<file path="src/rtl/pwm_pkg.sv">
// Shared types and default sizing for the PWM generator slice.
package pwm_pkg;

  typedef enum logic [1:0] {
    IDLE  = 2'd0,
    RUN   = 2'd1,
    DRAIN = 2'd2
  } state_e;

  localparam int PWM_N       = 3;
  localparam int PWM_STEP    = 32;
  localparam int PWM_CNT_W   = 8;
  localparam int PWM_PRESC_W = 8;

endpackage

</file>
<file path="src/rtl/pwm_generator_if.sv">
// Control/status bundle between the PWM generator and its host.
interface pwm_generator_if import pwm_pkg::*; #(
  parameter int N       = PWM_N,
  parameter int CNT_W   = PWM_CNT_W,
  parameter int PRESC_W = PWM_PRESC_W
);
  logic               en;
  logic [N-1:0]       level;
  logic [N-1:0]       top;
  logic [PRESC_W-1:0] prescale;
  logic               pwm_out;
  logic               period_end;
  logic               busy;
  logic [CNT_W-1:0]   duty_active;

  modport master (
    output en, level, top, prescale,
    input  pwm_out, period_end, busy, duty_active
  );

  modport slave (
    input  en, level, top, prescale,
    output pwm_out, period_end, busy, duty_active
  );
endinterface

</file>
<file path="src/rtl/pwm_prescaler.sv">
// Tick generator: one tick every prescale+1 clocks, held cleared while i_clear is high.
module pwm_prescaler import pwm_pkg::*; #(
  parameter int PRESC_W = PWM_PRESC_W
) (
  input  logic               clk,
  input  logic               rst,
  input  logic               i_clear,
  input  logic [PRESC_W-1:0] i_prescale,
  output logic               o_tick
);
  logic [PRESC_W-1:0] r_cnt;
  logic               w_tick;

  // '>=' lets a shrinking prescale end the current count instead of wrapping the counter
  always_comb begin
    if (i_clear) begin
      w_tick = 1'b0;
    end else begin
      w_tick = (r_cnt >= i_prescale);
    end
  end

  // Divider count
  always_ff @(posedge clk or posedge rst) begin
    if (rst) begin
      r_cnt <= '0;
    end else if (i_clear || w_tick) begin
      r_cnt <= '0;
    end else begin
      r_cnt <= r_cnt + PRESC_W'(1);
    end
  end

  assign o_tick = w_tick;
endmodule

</file>
<file path="src/rtl/pwm_generator.sv">
// PWM generator: period of top*STEP ticks, duty min(level,top)*STEP, clean period-aligned stop.
module pwm_generator import pwm_pkg::*; #(
  parameter int N       = PWM_N,
  parameter int STEP    = PWM_STEP,
  parameter int CNT_W   = PWM_CNT_W,
  parameter int PRESC_W = PWM_PRESC_W
) (
  input logic            clk,
  input logic            rst,
  pwm_generator_if.slave io_bus
);
  state_e           r_state;
  state_e           w_next;
  logic [N-1:0]     r_level_sh;
  logic [N-1:0]     r_top_sh;
  logic [CNT_W-1:0] r_phase;
  logic             r_pwm;
  logic             r_period_end;
  logic [CNT_W-1:0] w_duty;
  logic [CNT_W-1:0] w_period_last;
  logic             w_tick;
  logic             w_top_zero;
  logic             w_wrap;
  logic             w_load;
  logic             w_busy;
  logic             w_clear;

  function automatic logic [CNT_W-1:0] duty_ticks(input logic [N-1:0] lvl, input logic [N-1:0] tp);
    logic [N-1:0] m;
    m = (lvl > tp) ? tp : lvl;
    return CNT_W'(m) * CNT_W'(STEP);
  endfunction

  pwm_prescaler #(.PRESC_W(PRESC_W)) u_prescaler (
    .clk       (clk),
    .rst       (rst),
    .i_clear   (w_clear),
    .i_prescale(io_bus.prescale),
    .o_tick    (w_tick)
  );

  assign w_duty        = duty_ticks(r_level_sh, r_top_sh);
  assign w_period_last = CNT_W'(r_top_sh) * CNT_W'(STEP) - CNT_W'(1);
  assign w_top_zero    = (r_top_sh == {N{1'b0}});
  assign w_wrap        = w_tick && !w_top_zero && (r_phase == w_period_last);
  assign w_load        = ((r_state == IDLE) && io_bus.en) || w_wrap;

  // State register
  always_ff @(posedge clk or posedge rst) begin
    if (rst) begin
      r_state <= IDLE;
    end else begin
      r_state <= w_next;
    end
  end

  // Next state; a zero-length period has no boundary to wait for, so stopping is immediate
  always_comb begin
    w_next = r_state;
    case (r_state)
      IDLE:    w_next = io_bus.en ? RUN : IDLE;
      RUN: begin
        if (!io_bus.en && (w_wrap || w_top_zero)) begin
          w_next = IDLE;
        end else if (!io_bus.en) begin
          w_next = DRAIN;
        end else begin
          w_next = RUN;
        end
      end
      DRAIN: begin
        if (io_bus.en) begin
          w_next = RUN;
        end else if (w_wrap || w_top_zero) begin
          w_next = IDLE;
        end else begin
          w_next = DRAIN;
        end
      end
      default: w_next = IDLE;
    endcase
  end

  // State-decoded outputs
  always_comb begin
    w_busy  = 1'b0;
    w_clear = 1'b1;
    case (r_state)
      RUN, DRAIN: begin
        w_busy  = 1'b1;
        w_clear = 1'b0;
      end
      default: begin
        w_busy  = 1'b0;
        w_clear = 1'b1;
      end
    endcase
  end

  // Shadows reload only at start or wrap; phase and the waveform register advance on ticks
  always_ff @(posedge clk or posedge rst) begin
    if (rst) begin
      r_level_sh   <= '0;
      r_top_sh     <= '0;
      r_phase      <= '0;
      r_pwm        <= 1'b0;
      r_period_end <= 1'b0;
    end else begin
      if (w_load) begin
        r_level_sh <= io_bus.level;
        r_top_sh   <= io_bus.top;
      end
      if (r_state == IDLE) begin
        r_phase      <= '0;
        r_pwm        <= 1'b0;
        r_period_end <= 1'b0;
      end else begin
        r_pwm        <= (r_phase < w_duty);
        r_period_end <= w_wrap;
        if (w_wrap) begin
          r_phase <= '0;
        end else if (w_tick && !w_top_zero) begin
          r_phase <= r_phase + CNT_W'(1);
        end else begin
          r_phase <= r_phase;
        end
      end
    end
  end

  assign io_bus.pwm_out     = r_pwm;
  assign io_bus.period_end  = r_period_end;
  assign io_bus.busy        = w_busy;
  assign io_bus.duty_active = w_duty;
endmodule

</file>
<file path="src/flat_wrapper.sv">
// flat-port wrapper written by rule: the top's interface ports become plain ports
module pwm_generator_flat import pwm_pkg::*;
#(
  parameter int N       = PWM_N,
  parameter int STEP    = PWM_STEP,
  parameter int CNT_W   = PWM_CNT_W,
  parameter int PRESC_W = PWM_PRESC_W
)
  (clk, rst, io_bus_en, io_bus_level, io_bus_top, io_bus_prescale, io_bus_pwm_out, io_bus_period_end, io_bus_busy, io_bus_duty_active);
  pwm_generator_if #(.N(N), .CNT_W(CNT_W), .PRESC_W(PRESC_W)) io_bus_i ();
  input logic clk;
  input logic rst;
  input wire logic [$bits(io_bus_i.en)-1:0] io_bus_en;
  input wire logic [$bits(io_bus_i.level)-1:0] io_bus_level;
  input wire logic [$bits(io_bus_i.top)-1:0] io_bus_top;
  input wire logic [$bits(io_bus_i.prescale)-1:0] io_bus_prescale;
  output wire logic [$bits(io_bus_i.pwm_out)-1:0] io_bus_pwm_out;
  output wire logic [$bits(io_bus_i.period_end)-1:0] io_bus_period_end;
  output wire logic [$bits(io_bus_i.busy)-1:0] io_bus_busy;
  output wire logic [$bits(io_bus_i.duty_active)-1:0] io_bus_duty_active;
  assign io_bus_i.en = io_bus_en;
  assign io_bus_i.level = io_bus_level;
  assign io_bus_i.top = io_bus_top;
  assign io_bus_i.prescale = io_bus_prescale;
  assign io_bus_pwm_out = io_bus_i.pwm_out;
  assign io_bus_period_end = io_bus_i.period_end;
  assign io_bus_busy = io_bus_i.busy;
  assign io_bus_duty_active = io_bus_i.duty_active;
  pwm_generator #(.N(N), .STEP(STEP), .CNT_W(CNT_W), .PRESC_W(PRESC_W)) u_core (.clk(clk), .rst(rst), .io_bus(io_bus_i));
endmodule
</file>
<file path="config.mk">
export PLATFORM = sky130hd
export DESIGN_NAME = pwm_generator_flat
export DESIGN_NICKNAME = d
export VERILOG_FILES = /design/src/rtl/pwm_pkg.sv /design/src/rtl/pwm_generator_if.sv /design/src/rtl/pwm_prescaler.sv /design/src/rtl/pwm_generator.sv /design/src/flat_wrapper.sv
export SDC_FILE = /design/constraint.sdc
export NUM_CORES = 1
export LEC_CHECK = 0
export BUFFER_PORTS_ARGS = -buffer_cell sky130_fd_sc_hd__buf_2
export CORE_MARGIN = 2
export CORE_UTILIZATION = 45
export DETAILED_ROUTE_END_ITERATION = 10
export GPL_TIMING_DRIVEN = 0
export HOLD_SLACK_MARGIN = 0.1
export PLACE_DENSITY = 0.66
export SLEW_MARGIN = 5
export SYNTH_ARGS = -nofsm -noshare
export SYNTH_HDL_FRONTEND = slang
export SYNTH_SLANG_ARGS = --single-unit
</file>
<file path="constraint.sdc">
create_clock -name clk -period 4.7 [get_ports clk]
set_input_delay 0.235 -clock clk [delete_from_list [all_inputs] [get_ports clk]]
set_output_delay 0.235 -clock clk [all_outputs]
set_load 0.01 [all_outputs]
</file>
==> out/metrics.json, run 1 <==
{
  "outcome": "finished clean",
  "initial_utilization_pct": 46.1,
  "placedCellCount": 262,
  "first_global_vias": 1261,
  "critPathBufInv": 1,
  "final.min_clock_period_ns": 2.45,
  "die_x_um": 67.8,
  "insertion_delay_ns": 0.28,
  "multi_input_area_um2": 1060,
  "regArea_um2": 651,
  "areaGrowthSynthToFinish_pct": 14.1,
  "root_driver": "sky130_fd_sc_hd__clkbuf_8",
  "ir_worst_vdd_v": 0.000321,
  "final_antenna_net_count": 0,
  "grt_start_max_net_pins": 27,
  "worst-endpoint-required_ns": 4.86,
  "regToRegStartpoint": "u_core.r_top_sh[0]",
  "drive_above_1_share_pct": 21.3,
  "postSynthRegisterBits": 26,
  "clock_path_buffers": 2,
  "finalHoldViolations": 0,
  "worst_hold_slack_ns": 0.160,
  "io_buffers": 22,
  "crit_top_cell": "sky130_fd_sc_hd__ha_1",
  "worstPathArrival_ns": 2.61,
  "via_total_after_detailed_routing": 1404,
  "ys.flop_type": "sky130_fd_sc_hd__dfrtp_1",
  "async_flop_share_pct": 100,
  "count_of_final_max_slew_check_failures": 0,
  "delay_heaviest_family_cp": "simple AND/OR/NAND/NOR gates",
  "filler_cell_count": 395,
  "cts_tree": "done",
  "globalplace.congestion": 0.803,
  "cts_hold_buffers": 0,
  "global_route.usage.total_pct": 16.0,
  "timing_worst_setup_path_type": "flop to flop",
  "combined_area_of_all_synthesized_cells_um2": 1830,
  "chipHeight_um": 67.8,
  "postSynthAreaPerCell_um2": 9.84,
  "critPathCaptureType": "flop",
  "r2r.worst_path.cells": 7,
  "placeableCoreArea_um2": 3970,
  "routed_via_density": 5.28,
  "layout_skew_ns": 0.0120,
  "seq_area_frac_synth_pct": 35.5,
  "worst-r2r-setup-slack_ns": 2.25,
  "period_utilisation_layout_pct": 52.2,
  "yosys.area.top_type": "sky130_fd_sc_hd__dfrtp_1",
  "min_path_type": "input pin to async pin",
  "post-synth-top-area-fraction_pct": 35.5,
  "htree_levels": 1,
  "placement_rows": 23,
  "die_area_um2": 4590,
  "grt_antenna_before_repair": 0,
  "timing.fmax_mhz": 408,
  "clock_sinks": 26,
  "number_of_optimization_iterations_in_the_first_detailed_route_pass": 4,
  "hpwl_um": 2510,
  "critical-path-slowest-cell": "sky130_fd_sc_hd__nor4_4",
  "pin_count": 28,
  "layout.nets": 255,
  "drt_iter0_drc": 73,
  "clk_pin_slew_worst_paths_ns": 0.10,
  "cts.repair.resized": 0,
  "final-setup-viol-count": 0,
  "grt_first_pass_wirelength_um": 5640,
  "routed_wl_um": 3270,
  "slew-limit-headroom_pct": 36.0,
  "regToRegEndpoint": "u_core.r_level_sh[1]",
  "critPathMaxStageDelay_ns": 0.52,
  "drc": 0,
  "crit_chain": "inv_1 > ha_1 > ha_1 > xnor2_1 > nor4_4 > a32oi_4 > mux2_2",
  "route.detailed.wl_per_inst_um": 12.3,
  "number_of_clock_buffers_inserted_by_tritoncts": 3,
  "yosys-top-cells-area": "sky130_fd_sc_hd__dfrtp_1, sky130_fd_sc_hd__ha_1, sky130_fd_sc_hd__inv_1",
  "synthCells": 186,
  "critical_path.startpoint_type": "flop",
  "setup_total_negative_slack_ns": 0,
  "ys_warn_count": 0,
  "post_cts_setup_buffer_count": 0,
  "num_antenna_cells": 0,
  "layoutNonFillerInstCount": 266,
  "global_route_total_overflow": 0,
  "power.density_nw_per_um2": 531,
  "synthDistinctLibCells": 42,
  "grt_setup_unrepaired": "false",
  "critical_path.max_fanout": 7,
  "synth-edff-count": 0,
  "worst_slew_pin_slew_ns": 0.959,
  "leakage_nw": 1.03,
  "total_of_max_cap_violations": 0
}
-- per-layer routing --
metal,GRT usage [%],part of all wire [%],vias to the layer above
li1,-,-,719
met1,23.9,52,651
met2,23.8,42,29
met3,2.50,3.9,5
met4,4.50,1.5,0
met5,0,0,-
-- cells in the final DEF (no fill, tap or decap), drive strengths merged, types with 2 or more instances in the layout --
master	n
nor3	4
nand2b	3
conb	5
o21ai	5
inv	19
nor2b	3
nand2	4
clkbuf	7
mux2	6
nor2	16
or4	3
mux2i	3
nor4	6
dfrtp	26
o31ai	4
xor2	4
nand3	10
a21oi	10
a32oi	2
nand4	3
and3	3
ha	21
xnor2	5
buf	29
-- stage by stage --
stage	setup slack, ns	util [%]	power (mW)	instance area, um2
CTS	2.24	52.6	1.12	2090
finish	2.25	52.6	1.11	2090
floorplan	2.47	-	0.784	1850
detailed placement	2.27	50.8	0.931	2020
global route	2.12	52.6	1.22	2090
global placement	2.28	50.8	0.920	2020
-- layout make-up --
cell class,count,share of cell area [%]
buffer,11,3.11
clock buffer,3,1.98
clock inverter,1,1.44
inverter,19,3.41
multi-input combinational,134,50.7
sequential,26,31.1
tap,50,2.99
timing repair buffer,22,5.27
-- power by group --
part	total, mW	switching [mW]	internal (mW)
clock	0.185	0.0706	0.114
sequential	0.322	0.0473	0.275
combinational	0.603	0.346	0.257
total	1.11	0.464	0.646
-- registers in the layout, indices dropped and copies added (netlist names) --
register                  flops
u_core.r_phase                8
u_core.u_prescaler.r_cnt      8
u_core.r_level_sh             3
u_core.r_top_sh               3
u_core.r_state                2
u_core.io_bus.period_end      1
u_core.io_bus.pwm_out         1
-- logic make-up (layout without fill, tap and decap cells) --
| logic type | Yosys count | count (layout) | synth area share (%) |
|---|---|---|---|
| multiplexers | 9 | 9 | 5.33 |
| buffers and inverters | 30 | 56 | 7.45 |
| adder cells (fa/ha/maj) | 21 | 21 | 14.4 |
| flip-flops | 26 | 26 | 35.5 |
| XOR/XNOR | 9 | 9 | 4.31 |
| other | 1 | 5 | 0.205 |
| AO/OA/AOI/OAI | 32 | 32 | 14.9 |
| AND/OR/NAND/NOR | 58 | 58 | 17.9 |
-- worst max-delay path by stage --
stage	depth (start not counted)	from	to
global placement	7	u_core.u_prescaler.r_cnt[0]	u_core.r_level_sh[1]
detailed placement	7	u_core.u_prescaler.r_cnt[0]	u_core.r_top_sh[1]
global route	7	u_core.r_top_sh[0]	u_core.r_level_sh[2]
CTS	7	u_core.u_prescaler.r_cnt[0]	u_core.r_level_sh[0]
floorplan	7	u_core.u_prescaler.r_cnt[0]	u_core.r_level_sh[0]
finish	7	u_core.r_top_sh[0]	u_core.r_level_sh[1]
-- synthesized netlist by cell type, types with 5 or more instances --
| library cell | number |
|---|---|
| sky130_fd_sc_hd__buf_4 | 6 |
| sky130_fd_sc_hd__ha_1 | 21 |
| sky130_fd_sc_hd__dfrtp_1 | 26 |
| sky130_fd_sc_hd__inv_1 | 19 |
| sky130_fd_sc_hd__nor2_1 | 16 |
| sky130_fd_sc_hd__o21ai_0 | 5 |
| sky130_fd_sc_hd__a21oi_1 | 10 |
| sky130_fd_sc_hd__mux2_2 | 6 |
| sky130_fd_sc_hd__nor4_1 | 5 |
| sky130_fd_sc_hd__nand3_1 | 10 |
| sky130_fd_sc_hd__xnor2_1 | 5 |
Note: power is estimated with default switching activity, not from simulation.
==> inputs of run 2 (changes only) <==
- PLACE_DENSITY: 0.66 -> 0.68
- clock period: 4.7 -> 2.09 ns (I/O delays scaled with it)
==> out/metrics.json, run 2 (synthesis gave the netlist of run 1 again) <==
{
  "number_of_clock_buffers_inserted_by_tritoncts": 3,
  "route.detailed.wl_per_inst_um": 15.5,
  "global_route_total_overflow": 0,
  "globalplace.congestion": 0.762,
  "layout.nets": 283,
  "pin_count": 28,
  "cts_tree": "done",
  "worstPathArrival_ns": 2.46,
  "min_path_type": "input pin to flop",
  "worst_hold_slack_ns": 0.129,
  "clk_pin_slew_worst_paths_ns": 0.09,
  "clock_path_buffers": 2,
  "critical_path.max_fanout": 6,
  "grt_antenna_before_repair": 0,
  "ir_worst_vdd_v": 0.000973,
  "number_of_optimization_iterations_in_the_first_detailed_route_pass": 4,
  "placement_rows": 23,
  "global_route.usage.total_pct": 17.7,
  "violations": "setup timing",
  "root_driver": "sky130_fd_sc_hd__clkbuf_8",
  "period_utilisation_layout_pct": 110,
  "filler_cell_count": 298,
  "timing.fmax_mhz": 437,
  "critical_path.startpoint_type": "flop",
  "regArea_um2": 652,
  "final-setup-viol-count": 12,
  "slew-limit-headroom_pct": 34.7,
  "layout_skew_ns": 0.00347,
  "areaGrowthSynthToFinish_pct": 41.6,
  "grt_start_max_net_pins": 27,
  "routed_via_density": 5.28,
  "worst_slew_pin_slew_ns": 0.978,
  "finalHoldViolations": 0,
  "drt_iter0_drc": 49,
  "via_total_after_detailed_routing": 1553,
  "outcome": "complete, but fails checks",
  "grt_setup_unrepaired": "true",
  "layout_setup_ws_ns": -0.201,
  "final.min_clock_period_ns": 2.29,
  "r2r.worst_path.cells": 9,
  "critPathCaptureType": "flop",
  "htree_levels": 1,
  "hold_path_depth": 2,
  "die_area_um2": 4590,
  "initial_utilization_pct": 46.1,
  "timing_worst_setup_path_type": "flop to flop",
  "chipHeight_um": 67.8,
  "multi_input_area_um2": 1270,
  "dpl-instance-area_um2": 2020,
  "count_of_final_max_slew_check_failures": 0,
  "final_antenna_net_count": 0,
  "hpwl_um": 2590,
  "placeableCoreArea_um2": 3970,
  "total_of_max_cap_violations": 0,
  "final_cell_mix": "sky130_fd_sc_hd__dfrtp_1, sky130_fd_sc_hd__buf_4, sky130_fd_sc_hd__buf_2",
  "leakage_nw": 1.22,
  "first_global_vias": 1368,
  "io_buffers": 22,
  "layout.cells.most_common": "sky130_fd_sc_hd__dfrtp_1",
  "final_design_area_no_fill_um2": 2590,
  "drive_above_1_share_pct": 38.9,
  "die_x_um": 67.8,
  "clock_sinks": 26,
  "grt_first_pass_wirelength_um": 6070,
  "setup_total_negative_slack_ns": -1.77,
  "worst-endpoint-required_ns": 2.26,
  "top_regs": "u_core.r_phase (8), u_core.u_prescaler.r_cnt (8)",
  "drc": 0,
  "power.density_nw_per_um2": 1370,
  "insertion_delay_ns": 0.28,
  "num_antenna_cells": 0,
  "routed_wl_um": 4570
}
## run 2: where the power goes
group	leakage, nW	internal [mW]	total [mW]	switching [mW]
sequential	0.340	0.620	0.732	0.112
combinational	0.847	1.17	2.38	1.21
clock	0.0357	0.257	0.426	0.169
## run 2: path summary, 6_finish.rpt
check | start | to | slack [ns]
worst max-delay path | u_core.r_top_sh[0] | u_core.r_level_sh[0] | -0.20
worst min-delay path | io_bus_en | u_core.r_state[0] | 0.13
worst max register to register | u_core.r_top_sh[0] | u_core.r_level_sh[0] | -0.20
worst min register to register | u_core.r_top_sh[2] | u_core.r_top_sh[2] | 0.56
max in group asynchronous | rst | u_core.r_top_sh[0] | 0.85
min in group asynchronous | rst | u_core.u_prescaler.r_cnt[3] | 0.59
## run 2: routing by layer
layer	routed length, um	track usage, %	share of wire (%)
met4	65	8.50	1.4
met3	108	2.00	2.4
met5	0	0	0
met1	2000	24.0	44
met2	2400	28.2	52
## run 2: area by class of cell
cell class	instances	share of cell area, %
multi-input cells	134	49.1
flip-flops and latches	26	25.1
repair buffers	50	14.9
plain buffers	11	2.90
inverters	19	2.85
well taps	50	2.41
clock buffers	3	1.59
clock inverters	1	1.16
## run 2: timing repair
item | in CTS | in global routing
gates resized for setup | 10 | 47
hold buffers | 7 | 0
setup endpoints to repair | 22 | 26
buffers inserted | 7 | 13
endpoints found under the hold margin | 32 | 0
pin swaps | 7 | 27
gates cloned | 0 | 1
## run 2: per-stage QoR
| step | power [mW] | utilization [%] | setup WS [ns] | std cells |
|---|---|---|---|---|
| 2_1_floorplan | 1.76 | - | -0.0511 | 190 |
| 3_3_place_gp | 2.07 | 50.8 | -0.290 | 262 |
| 3_5_place_dp | 2.11 | 50.8 | -0.333 | 262 |
| 4_1_cts | 2.80 | 56.7 | -0.215 | 280 |
| 5_1_grt | 3.76 | 65.3 | -0.262 | 294 |
| 6_report | 3.54 | 65.3 | -0.201 | 294 |
## run 2: worst max-delay path, stage by stage, from the launching register on
cell	delay, ns
sky130_fd_sc_hd__dfrtp_2	0.45
sky130_fd_sc_hd__buf_6	0.13
sky130_fd_sc_hd__inv_4	0.05
sky130_fd_sc_hd__ha_4	0.13
sky130_fd_sc_hd__ha_4	0.21
sky130_fd_sc_hd__xnor2_4	0.15
sky130_fd_sc_hd__nor4_4	0.39
sky130_fd_sc_hd__a32oi_4	0.20
sky130_fd_sc_hd__buf_12	0.18
sky130_fd_sc_hd__mux2_4	0.30
==> inputs of run 3 (changes only) <==
- CORE_UTILIZATION: 45 -> 51
- CTS_CLUSTER_SIZE: unset -> 8
- PLACE_DENSITY: 0.68 -> 0.76
- TNS_END_PERCENT: unset -> 5
==> out/metrics.json, run 3 (synthesis gave the netlist of run 1 again) <==
{
  "worst_slew_pin_slew_ns": 0.976,
  "drt_iter0_drc": 138,
  "filler_cell_count": 198,
  "final_antenna_net_count": 0,
  "areaGrowthSynthToFinish_pct": 36.1,
  "total_power_mw": 3.29,
  "first_global_vias": 1526,
  "drc": 0,
  "multi_input_area_um2": 1220,
  "global_route_total_overflow": 0,
  "crit_top_cell": "sky130_fd_sc_hd__ha_4",
  "regArea_um2": 652,
  "layout_skew_ns": 0.0103,
  "crit_chain": "inv_2 > ha_4 > ha_4 > xnor2_4 > nor4_4 > buf_4 > a32oi_4 > buf_12 > mux2_4",
  "globalRoute.busiestLayer": "met2",
  "slew-limit-headroom_pct": 34.9,
  "route.detailed.wl_per_inst_um": 16.4,
  "grt_antenna_before_repair": 0,
  "final.min_clock_period_ns": 2.24,
  "routed_wl_um": 4710,
  "violations": "setup timing",
  "top_regs": "u_core.r_phase (8), u_core.u_prescaler.r_cnt (8)",
  "critPathCaptureType": "flop",
  "number_of_clock_buffers_inserted_by_tritoncts": 3,
  "root_driver": "sky130_fd_sc_hd__clkbuf_4",
  "insertion_delay_ns": 0.33,
  "finalHoldViolations": 0,
  "timing_worst_setup_path_type": "flop to flop",
  "worst-endpoint-required_ns": 2.31,
  "layout.cells.most_common": "sky130_fd_sc_hd__dfrtp_1",
  "cts_tree": "done",
  "critPathMaxStageDelay_ns": 0.42,
  "routed_via_density": 5.67,
  "drive_above_1_share_pct": 35.1,
  "layout_setup_ws_ns": -0.154,
  "number_of_optimization_iterations_in_the_first_detailed_route_pass": 5,
  "placeableCoreArea_um2": 3390,
  "layout.nets": 281,
  "num_antenna_cells": 0,
  "chipHeight_um": 63.9,
  "placement_rows": 21,
  "power.density_nw_per_um2": 1320,
  "worstPathArrival_ns": 2.47,
  "timing.fmax_mhz": 446,
  "htree_levels": 1,
  "gr-usage-met3_pct": 3.17,
  "global_route.usage.total_pct": 22.0,
  "final-setup-viol-count": 19,
  "die_x_um": 63.9,
  "critical-path-slowest-cell": "sky130_fd_sc_hd__dfrtp_1",
  "count_of_final_max_slew_check_failures": 0,
  "outcome": "complete, but fails checks",
  "grtUsageMet2_pct": 36.8,
  "leakage_nw": 1.20,
  "total_of_max_cap_violations": 0,
  "ir_worst_vdd_v": 0.00105,
  "grt_first_pass_wirelength_um": 7080,
  "clk_pin_slew_worst_paths_ns": 0.15,
  "clock_sinks": 26,
  "grt_setup_unrepaired": "true",
  "clock_path_buffers": 2,
  "gr-usage-met1_pct": 28.4,
  "min_path_type": "input pin to async pin",
  "via_total_after_detailed_routing": 1634,
  "critical_path.startpoint_type": "flop",
  "io_buffers": 22,
  "die_area_um2": 4080,
  "postLayoutCoreUtil_pct": 73.5,
  "final_cell_mix": "sky130_fd_sc_hd__dfrtp_1, sky130_fd_sc_hd__buf_2, sky130_fd_sc_hd__buf_4",
  "grt_start_max_net_pins": 27,
  "critical_path.max_fanout": 5,
  "globalplace.congestion": 0.796,
  "pin_count": 28,
  "period_utilisation_layout_pct": 107,
  "hpwl_um": 2600,
  "initial_utilization_pct": 54.0
}
==> run 3: worst max-delay path: cells and delay by family (launching register included) <==
| family | cells | cell delay, ns |
|---|---|---|
| buffers and inverters | 3 | 0.46 |
| DFF | 1 | 0.42 |
| adders and majority gates | 2 | 0.39 |
| muxes | 1 | 0.29 |
| and+or+nand+nor | 1 | 0.28 |
| xor gates and xnor gates | 1 | 0.15 |
| AOI/OAI and AO/OA | 1 | 0.14 |
==> run 3: final cells by class <==
type | instances | share of cell area (%)
Multi-Input combinational cell | 134 | 49.1
Sequential cell | 26 | 26.2
Timing Repair Buffer | 48 | 14.4
Buffer | 11 | 3.01
Inverter | 19 | 2.86
Tap cell | 46 | 2.31
Clock inverter | 1 | 1.21
Clock buffer | 3 | 0.904
==> run 3: final timing paths <==
| kind | from | to | slack (ns) | cells past startpoint |
|---|---|---|---|---|
| max | u_core.r_top_sh[1] | u_core.r_top_sh[0] | -0.15 | 9 |
| min | rst | u_core.u_prescaler.r_cnt[2] | 0.52 | 3 |
| min in group clk | io_bus_top[2] | u_core.r_top_sh[2] | 0.54 | 3 |
| min reg2reg | u_core.r_level_sh[0] | u_core.r_level_sh[0] | 0.54 | 1 |
| max reg2reg | u_core.r_top_sh[1] | u_core.r_top_sh[0] | -0.15 | 9 |
| max in group asynchronous | rst | u_core.r_top_sh[0] | 0.91 | 3 |
==> run 3: report_power, final <==
group          switching [mW]  internal [mW]
Combinational            1.12           1.07
Sequential              0.124          0.620
Clock                   0.156          0.194
==> run 3: metal layers <==
metal,vias to the layer above,share of wire [%],wire [um]
met5,-,0,0
met4,0,2.1,99
met3,15,4.9,230
met2,66,49,2330
met1,780,44,2050
li1,773,-,-
==> run 3: stage by stage <==
step	hold WS, ns	std cells	worst slack [ns]	instance area [um2]	setup TNS (ns)
final	0.517	288	-0.154	2490	-1.48
after global routing	0.535	288	-0.230	2490	-4.14
after CTS	0.530	278	-0.183	2300	-1.20
after detailed placement	0.340	258	-0.297	2010	-3.05
after global placement	0.335	258	-0.300	2010	-2.68
after floorplan	0.145	190	-0.0511	1850	-0.306
==> run 3: repair_timing <==
| action | 4_1_cts | 5_1_grt |
|---|---|---|
| gates resized for setup | 18 | 20 |
| setup endpoints to repair | 22 | 28 |
| gates cloned | 0 | 1 |
| hold buffers | 8 | 0 |
| buffers inserted | 8 | 9 |
| hold endpoints to repair | 34 | 0 |
| pin swaps | 5 | 11 |
